## src/rtl/ram_sp_arbiter.sv

```systemverilog
// ram_sp_arbiter
//   Shares the single access slot of a 2^AW x DW single-port RAM between two
//   requesters (A and B) and zeroes every RAM word after reset or a clr pulse
//   before any access is granted.
//
// Ports
//   clk, rst_n            clock (rising edge), asynchronous active-low reset
//   clr                   start a zeroing sweep (sampled each edge)
//   busy                  high while the sweep runs
//   req_x/we_x/addr_x/wdata_x  access request from requester x (a or b)
//   gnt_x                 combinational grant; access completes at an edge
//                         where req_x and gnt_x are both high
//   rvalid_x/rdata_x      read return, one cycle after the granted cycle
//   ram_we, ram_read_addr, ram_write_addr, ram_data   RAM drive
//   ram_q                 RAM registered read data
module ram_sp_arbiter #(
  parameter int DW        = 8,
  parameter int AW        = 6,
  parameter int BURST_MAX = 4
) (
  input  logic          clk,
  input  logic          rst_n,
  input  logic          clr,
  output logic          busy,
  input  logic          req_a,
  input  logic          req_b,
  input  logic          we_a,
  input  logic          we_b,
  input  logic [AW-1:0] addr_a,
  input  logic [AW-1:0] addr_b,
  input  logic [DW-1:0] wdata_a,
  input  logic [DW-1:0] wdata_b,
  output logic          gnt_a,
  output logic          gnt_b,
  output logic          rvalid_a,
  output logic          rvalid_b,
  output logic [DW-1:0] rdata_a,
  output logic [DW-1:0] rdata_b,
  output logic          ram_we,
  output logic [AW-1:0] ram_read_addr,
  output logic [AW-1:0] ram_write_addr,
  output logic [DW-1:0] ram_data,
  input  logic [DW-1:0] ram_q
);

  localparam int BW = $clog2(BURST_MAX + 1);
  localparam logic [BW-1:0] BURST_CAP = BW'(BURST_MAX);

  typedef enum logic [0:0] {
    CLEAR = 1'b0,
    ARB   = 1'b1
  } state_t;

  state_t        state;
  logic [AW-1:0] cnt;
  logic          last_b;     // 1 = B was the most recent owner, 0 = A
  logic [BW-1:0] burst;
  logic          keep_last;
  logic [DW-1:0] hold_a;
  logic [DW-1:0] hold_b;

  assign busy      = (state == CLEAR);
  assign keep_last = (burst != '0) && (burst < BURST_CAP);

  // Grant selection: a lone requester always wins; a tie goes to the last
  // owner only while its burst is running and below the cap.
  always_comb begin
    gnt_a = 1'b0;
    gnt_b = 1'b0;
    if (state == ARB) begin
      if (req_a && req_b) begin
        if (keep_last) begin
          gnt_a = ~last_b;
          gnt_b = last_b;
        end else begin
          gnt_a = last_b;
          gnt_b = ~last_b;
        end
      end else begin
        gnt_a = req_a;
        gnt_b = req_b;
      end
    end
  end

  always_comb begin
    ram_we         = 1'b0;
    ram_read_addr  = '0;
    ram_write_addr = '0;
    ram_data       = '0;
    if (state == CLEAR) begin
      ram_we         = 1'b1;
      ram_read_addr  = cnt;
      ram_write_addr = cnt;
    end else if (gnt_a) begin
      ram_we         = we_a;
      ram_read_addr  = addr_a;
      ram_write_addr = addr_a;
      ram_data       = wdata_a;
    end else if (gnt_b) begin
      ram_we         = we_b;
      ram_read_addr  = addr_b;
      ram_write_addr = addr_b;
      ram_data       = wdata_b;
    end
  end

  // Sweep control: cnt wraps to 0 naturally on the last word.
  always_ff @(posedge clk or negedge rst_n) begin
    if (!rst_n) begin
      state <= CLEAR;
      cnt   <= '0;
    end else if (clr) begin
      state <= CLEAR;
      cnt   <= '0;
    end else if (state == CLEAR) begin
      cnt <= cnt + AW'(1);
      if (cnt == '1) state <= ARB;
    end
  end

  always_ff @(posedge clk or negedge rst_n) begin
    if (!rst_n) begin
      last_b <= 1'b1;
      burst  <= '0;
    end else if (state == ARB) begin
      if (gnt_a || gnt_b) begin
        if (gnt_b == last_b) begin
          if (burst != BURST_CAP) burst <= burst + BW'(1);
        end else begin
          last_b <= gnt_b;
          burst  <= BW'(1);
        end
      end else begin
        burst <= '0;
      end
    end
  end

  // Read return: ram_q already holds the word during the cycle after the
  // granted edge, so rdata passes it through while rvalid is high and the
  // hold register keeps it (captured at the following edge) between reads.
  always_ff @(posedge clk or negedge rst_n) begin
    if (!rst_n) begin
      rvalid_a <= 1'b0;
      rvalid_b <= 1'b0;
      hold_a   <= '0;
      hold_b   <= '0;
    end else begin
      rvalid_a <= gnt_a & ~we_a;
      rvalid_b <= gnt_b & ~we_b;
      if (rvalid_a) hold_a <= ram_q;
      if (rvalid_b) hold_b <= ram_q;
    end
  end

  assign rdata_a = rvalid_a ? ram_q : hold_a;
  assign rdata_b = rvalid_b ? ram_q : hold_b;

endmodule
```

## config.mk

```make
export PLATFORM = sky130hd
export DESIGN_NAME = ram_sp_arbiter
export DESIGN_NICKNAME = d
export VERILOG_FILES = /design/src/rtl/ram_sp_arbiter.sv
export SDC_FILE = /design/constraint.sdc
export NUM_CORES = 1
export LEC_CHECK = 0
export ABC_CLOCK_PERIOD_IN_PS = 2500
export CORE_MARGIN = 10
export CORE_UTILIZATION = 35
export DETAILED_ROUTE_END_ITERATION = 12
export PLACE_DENSITY = 0.85
export SYNTH_ARGS = -nofsm -noshare
export SYNTH_HDL_FRONTEND = slang
export SYNTH_SLANG_ARGS = --single-unit
```

## constraint.sdc

```tcl
create_clock -name clk -period 2.5 [get_ports clk]
set_clock_uncertainty 0.15 [all_clocks]
set_input_delay 0.5 -clock clk [delete_from_list [all_inputs] [get_ports clk]]
set_output_delay 0.5 -clock clk [all_outputs]
set_load 0.01 [all_outputs]
```

# Word level (Yosys, flattened, before mapping)

Cells that the tools add are included.

Add/subtract/negate cells: 2
Order comparisons: 1
Shifts and indexed selects: 0
Divide/modulo/power cells: 0
Multipliers: 0
Bitwise gates (word level): 7
Equal/unequal tests: 5
Muxes and demuxes: 25
Reductions and logical operators: 6

Operators by type and width:

| kind                | count |
|---|---|
| $mux 8              | 5 |
| $mux 6              | 5 |
| $mux 1              | 12 |
| $mux 3              | 3 |
| $add 6x1->6 const B | 1 |
| $eq 6x6->1 const B  | 1 |
| $not 1->1           | 5 |
| $add 3x1->3 const B | 1 |
| $lt 3x3->1 const B  | 1 |
| $ne 3x2->1 const B  | 1 |
| $ne 3x3->1 const B  | 1 |
| $reduce_and 3->1    | 1 |
| $reduce_bool 3->1   | 1 |
| $and 1x1->1         | 2 |
| $logic_and 1x1->1   | 2 |
| $ne 2x2->1 const B  | 1 |
| $reduce_and 2->1    | 1 |
| $eq 1x1->1          | 1 |
| $logic_or 1x1->1    | 1 |

ROM bits: 0
Memories kept: 0
Input bits: 43
Register bits: 29
RAM bits: 0
Word-level logic and storage cells: 54
Output and inout bits: 42
Latch bits: 0

# Logic depth before layout (Yosys ltp)

Depth in word-level cells: 8
Depth in mapped cells: 8
Gate-level depth less buffers: 6

# Least setup slack after synthesis

No wires, ideal clock.

Kind: register to output
Start point: reg burst[0]
End point: out ram_write_addr[0]
Buffers on the path: 2
Stages on the path, launching flop included: 9
Arrival: 1.929 ns
Slack: -0.079 ns
Data required time: 1.850 ns
Path through: dfrtp_1 -> inv_1 -> ha_1 -> o21a_1 -> nor3b_4 -> nor2_2 -> buf_6 -> a221o_1 -> buf_4

Elaborated cells between the ends (all ways): 12
Classes of those cells: order compare (1); mux (9); reduce/logical (2)

RTL lines:

| what                                            | line | source |
|---|---|---|
| start, declared                                 | 57   | `logic [BW-1:0] burst;` |
| start signal, assigned                          | 129  | `if (burst != BURST_CAP) burst <= burst + BW'(1);` |
| $lt 3x3->1 or $reduce_bool 3->1 (tied branches) | 63   | `assign keep_last = (burst != '0) && (burst < BURST_CAP);` |
| $logic_and 1x1->1 (*)                           | 63   |  |
| $mux 1 (*)                                      | 72   | `if (keep_last) begin` |
| $mux 1 (*)                                      | 71   | `if (req_a && req_b) begin` |
| $mux 1 (*)                                      | 70   | `if (state == ARB) begin` |
| net gnt_a                                       | 33   | `output logic gnt_a,` |
| $mux 6 (*) (2 in series)                        | n/a  |  |
| end, declared                                   | 41   | `output logic [AW-1:0] ram_write_addr,` |

The timed path passes the listed nets; every way through them passes the cells marked *.

# Worst setup path after layout

Start point: reg burst[1]
End point: out ram_write_addr[5]

Cells in the longest elaborated chain, start to end: 8
Elaborated cells between the ends (all ways): 12
Classes of those cells: order compare (1); mux (9); reduce/logical (2)

Ends and longest elaborated chain:

| what                                            | line | source |
|---|---|---|
| $lt 3x3->1 or $reduce_bool 3->1 (tied branches) | 63   |  |
| $logic_and 1x1->1 (*)                           | 63   |  |
| $mux 1                                          | 72   |  |
| $mux 1                                          | 71   |  |
| $mux 1                                          | 70   |  |
| $mux 6                                          | 100  | `end else if (gnt_b) begin` |
| $mux 6 (*)                                      | 95   | `end else if (gnt_a) begin` |
| $mux 6 (*)                                      | 91   | `if (state == CLEAR) begin` |

Mark *: on every way between the ends. The rest lies on a longest branch, timed or not.

==> metrics <==
average size of a mapped cell=11.2 sq um; crit path time final=2710 ps; number of port buffers=84; CP Data Arrival Time=2060 ps; most frequent cells in the layout=clkdlybuf4s50_1 (61), dfrtp_1 (28), buf_2 (20); fin crit share=108%; syn nets=185; Max Fclk=369 MHz; final hold violations=0; Total Routing Usage GR=13.2%; Die Y=86.6 um; final instance area=0.00259 sq mm; final net count=283; fraction of layout cells with a size suffix above 1=32.4%; Hold/Removal Path Class=register to register; setup violators final=21; crit path capture type=output port; final wirelength=5060 um; sequential-to-total area share from yosys stat=46.9%; CORE AREA=0.00432 sq mm; CTS HTree Levels=2; Post-CTS Hold Buffers=0; failing checks=negative setup slack; Cells after DPL=278; worst hold slack=347 ps; gr ovfl total=0; synthesized flop and latch total=29; Worst Setup Path Type=register to output port; RePlAce Congestion=0.787; power per standard cell area=444 mW/mm^2; Area after DPL=0.00254 sq mm; largest net degree at the start of global routing=30; commonest non-fill, non-tap cell in the layout=clkdlybuf4s50_1; die area=0.00750 sq mm; RSZ-0062 raised after global routing=yes; Num CTS Buffers=5; fin cells=290; yosys warns=0; initial antenna violation count=0; Gate Count Post-Synth=139; via count of the routed design=1438; global-route wire length before repair=7870 um; vias per inst=4.96; std cell rows=24; CTS Sinks=29; wire per inst=17.4 um; Cell variety after synth=38; vias in the first global route=1529; crit path launch type=register; IO Count=85; initial drt markers=30; CTS root buffer=clkbuf_8; Slew Limit Fails=0; Netlist Area Pre-Place=0.00155 sq mm; Post-route DRC=0; Area Overhead vs Synth=66.9%; Worst R2R Path Depth=5; Worst slew margin=75.6%; outcome=finished with violations; Initial Utilization=35.9%; Power, Total=1.15 mW; CTS clk-pin slew, worst paths=70 ps; diode count=0; CTS tree=built; CP required=1850 ps; post-route ant nets=0; Lkg Pwr=1.20 nW; peak supply drop=0.000289 V; max-cap viol count=0; Die Wd=86.6 um; first drt pass iteration count=4; worst skew pair latency=280 ps; Final WS setup=-208 ps; crit path max fanout=8; worst-margin pin slew=366 ps; Max Root-Sink Buffers=2; Post-DP HPWL=3900 um; worst hold path stage count=1
[kinds of logic after synthesis]
group           synth area share (%)
compound gates                  14.0
mux                             14.3
simple gates                    14.4
fa+ha+maj                       2.42
flops                           46.9
buf+inv                         6.37
xor+xnor                        1.69
[metal layers]
metal / up-vias / wire (um) / GRT usage (%)
met3: 2 / 424 / 5.63
met4: 0 / 31 / 2.21
met2: 50 / 2570 / 23.7
met5: - / 0 / 0
met1: 697 / 2030 / 14.1
li1: 689 / - / -
[worst max-delay path: stages, from the launching register on]
cell and delay (ps):
dfrtp_1 360, inv_2 60, ha_4 180, o21a_4 220, nor3b_4 210, nor2_2 80
buf_12 140, a221o_1 370, buf_2 160
[power breakdown]
| part | internal, mW | total (mW) | switching [mW] |
|---|---|---|---|
| Clock | 0.192 | 0.373 | 0.181 |
| Sequential | 0.496 | 0.512 | 0.0164 |
| Combinational | 0.162 | 0.264 | 0.102 |
[flip-flops by register name, indices dropped and copies added, names as in the netlist]
signal	flops
burst	3
cnt	6
hold_b	8
state	1
hold_a	8
rvalid_a	1
last_b	1
rvalid_b	1
[cell type report]
type | instances | area [sq um]
sequential | 29 | 727
fill | 395 | 1730
tap | 52 | 65.1
multi-input combinational | 93 | 766
clock buffer | 6 | 72.6
clock inverter | 2 | 10.0
timing repair buffer | 105 | 938
inverter | 3 | 11.3
[cell usage after synthesis]
cell / count / area share, %
o211ai_1: 1 / 0.48
or3_1: 1 / 0.40
nor2_1: 8 / 1.9
nor3b_1: 1 / 0.48
o22a_1: 1 / 0.56
a22o_1: 8 / 4.5
buf_4: 7 / 3.4
dfstp_2: 1 / 1.7
nand2_1: 5 / 1.2
o21ba_1: 1 / 0.65
mux2_2: 16 / 12
and3_1: 1 / 0.40
xor2_1: 2 / 1.1
dfrtp_1: 28 / 45
xnor2_1: 1 / 0.56
ha_1: 3 / 2.4
nor3_2: 1 / 0.65
nor3b_4: 1 / 1.2
nor2_2: 1 / 0.40
nor3_1: 4 / 1.3
o21ai_0: 1 / 0.32
nand3_1: 5 / 1.6
buf_2: 1 / 0.32
o21ai_1: 2 / 0.65
inv_1: 3 / 0.73
o21a_1: 1 / 0.48
mux2i_1: 3 / 1.9
buf_6: 1 / 0.73
clkbuf_1: 5 / 1.2
nor2b_1: 9 / 3.6
nand2b_1: 1 / 0.40
a21oi_1: 4 / 1.3
a221o_1: 6 / 3.9
nor4_1: 1 / 0.40
mux2_1: 1 / 0.73
a21boi_0: 1 / 0.48
and2_1: 1 / 0.40
o211a_1: 1 / 0.65
[through the flow]
stage | TNS [ps] | worst slack, ps | util [%]
2_1_floorplan | 0 | 15.9 | -
3_3_place_gp | -8860 | -449 | 58.7
3_5_place_dp | -9470 | -519 | 58.7
4_1_cts | -2920 | -206 | 59.4
5_1_grt | -5090 | -285 | 59.9
6_report | -3330 | -208 | 59.9
[repair_timing]
action,in CTS,in global routing
pin swaps,7,9
setup buffers,2,3
setup endpoints to repair,23,23
resized for setup,95,5
[final timing paths]
kind | from | end | slack (ps)
worst max-delay path | burst[1] | ram_write_addr[5] | -210
worst min-delay path | hold_a[1] | hold_a[1] | 350
worst max register to register | last_b | burst[0] | 710
worst min register to register | hold_a[1] | hold_a[1] | 350
max in group asynchronous | rst_n | last_b | 1440
min in group asynchronous | rst_n | hold_b[4] | 450
Power figures use the tool's default switching activity.
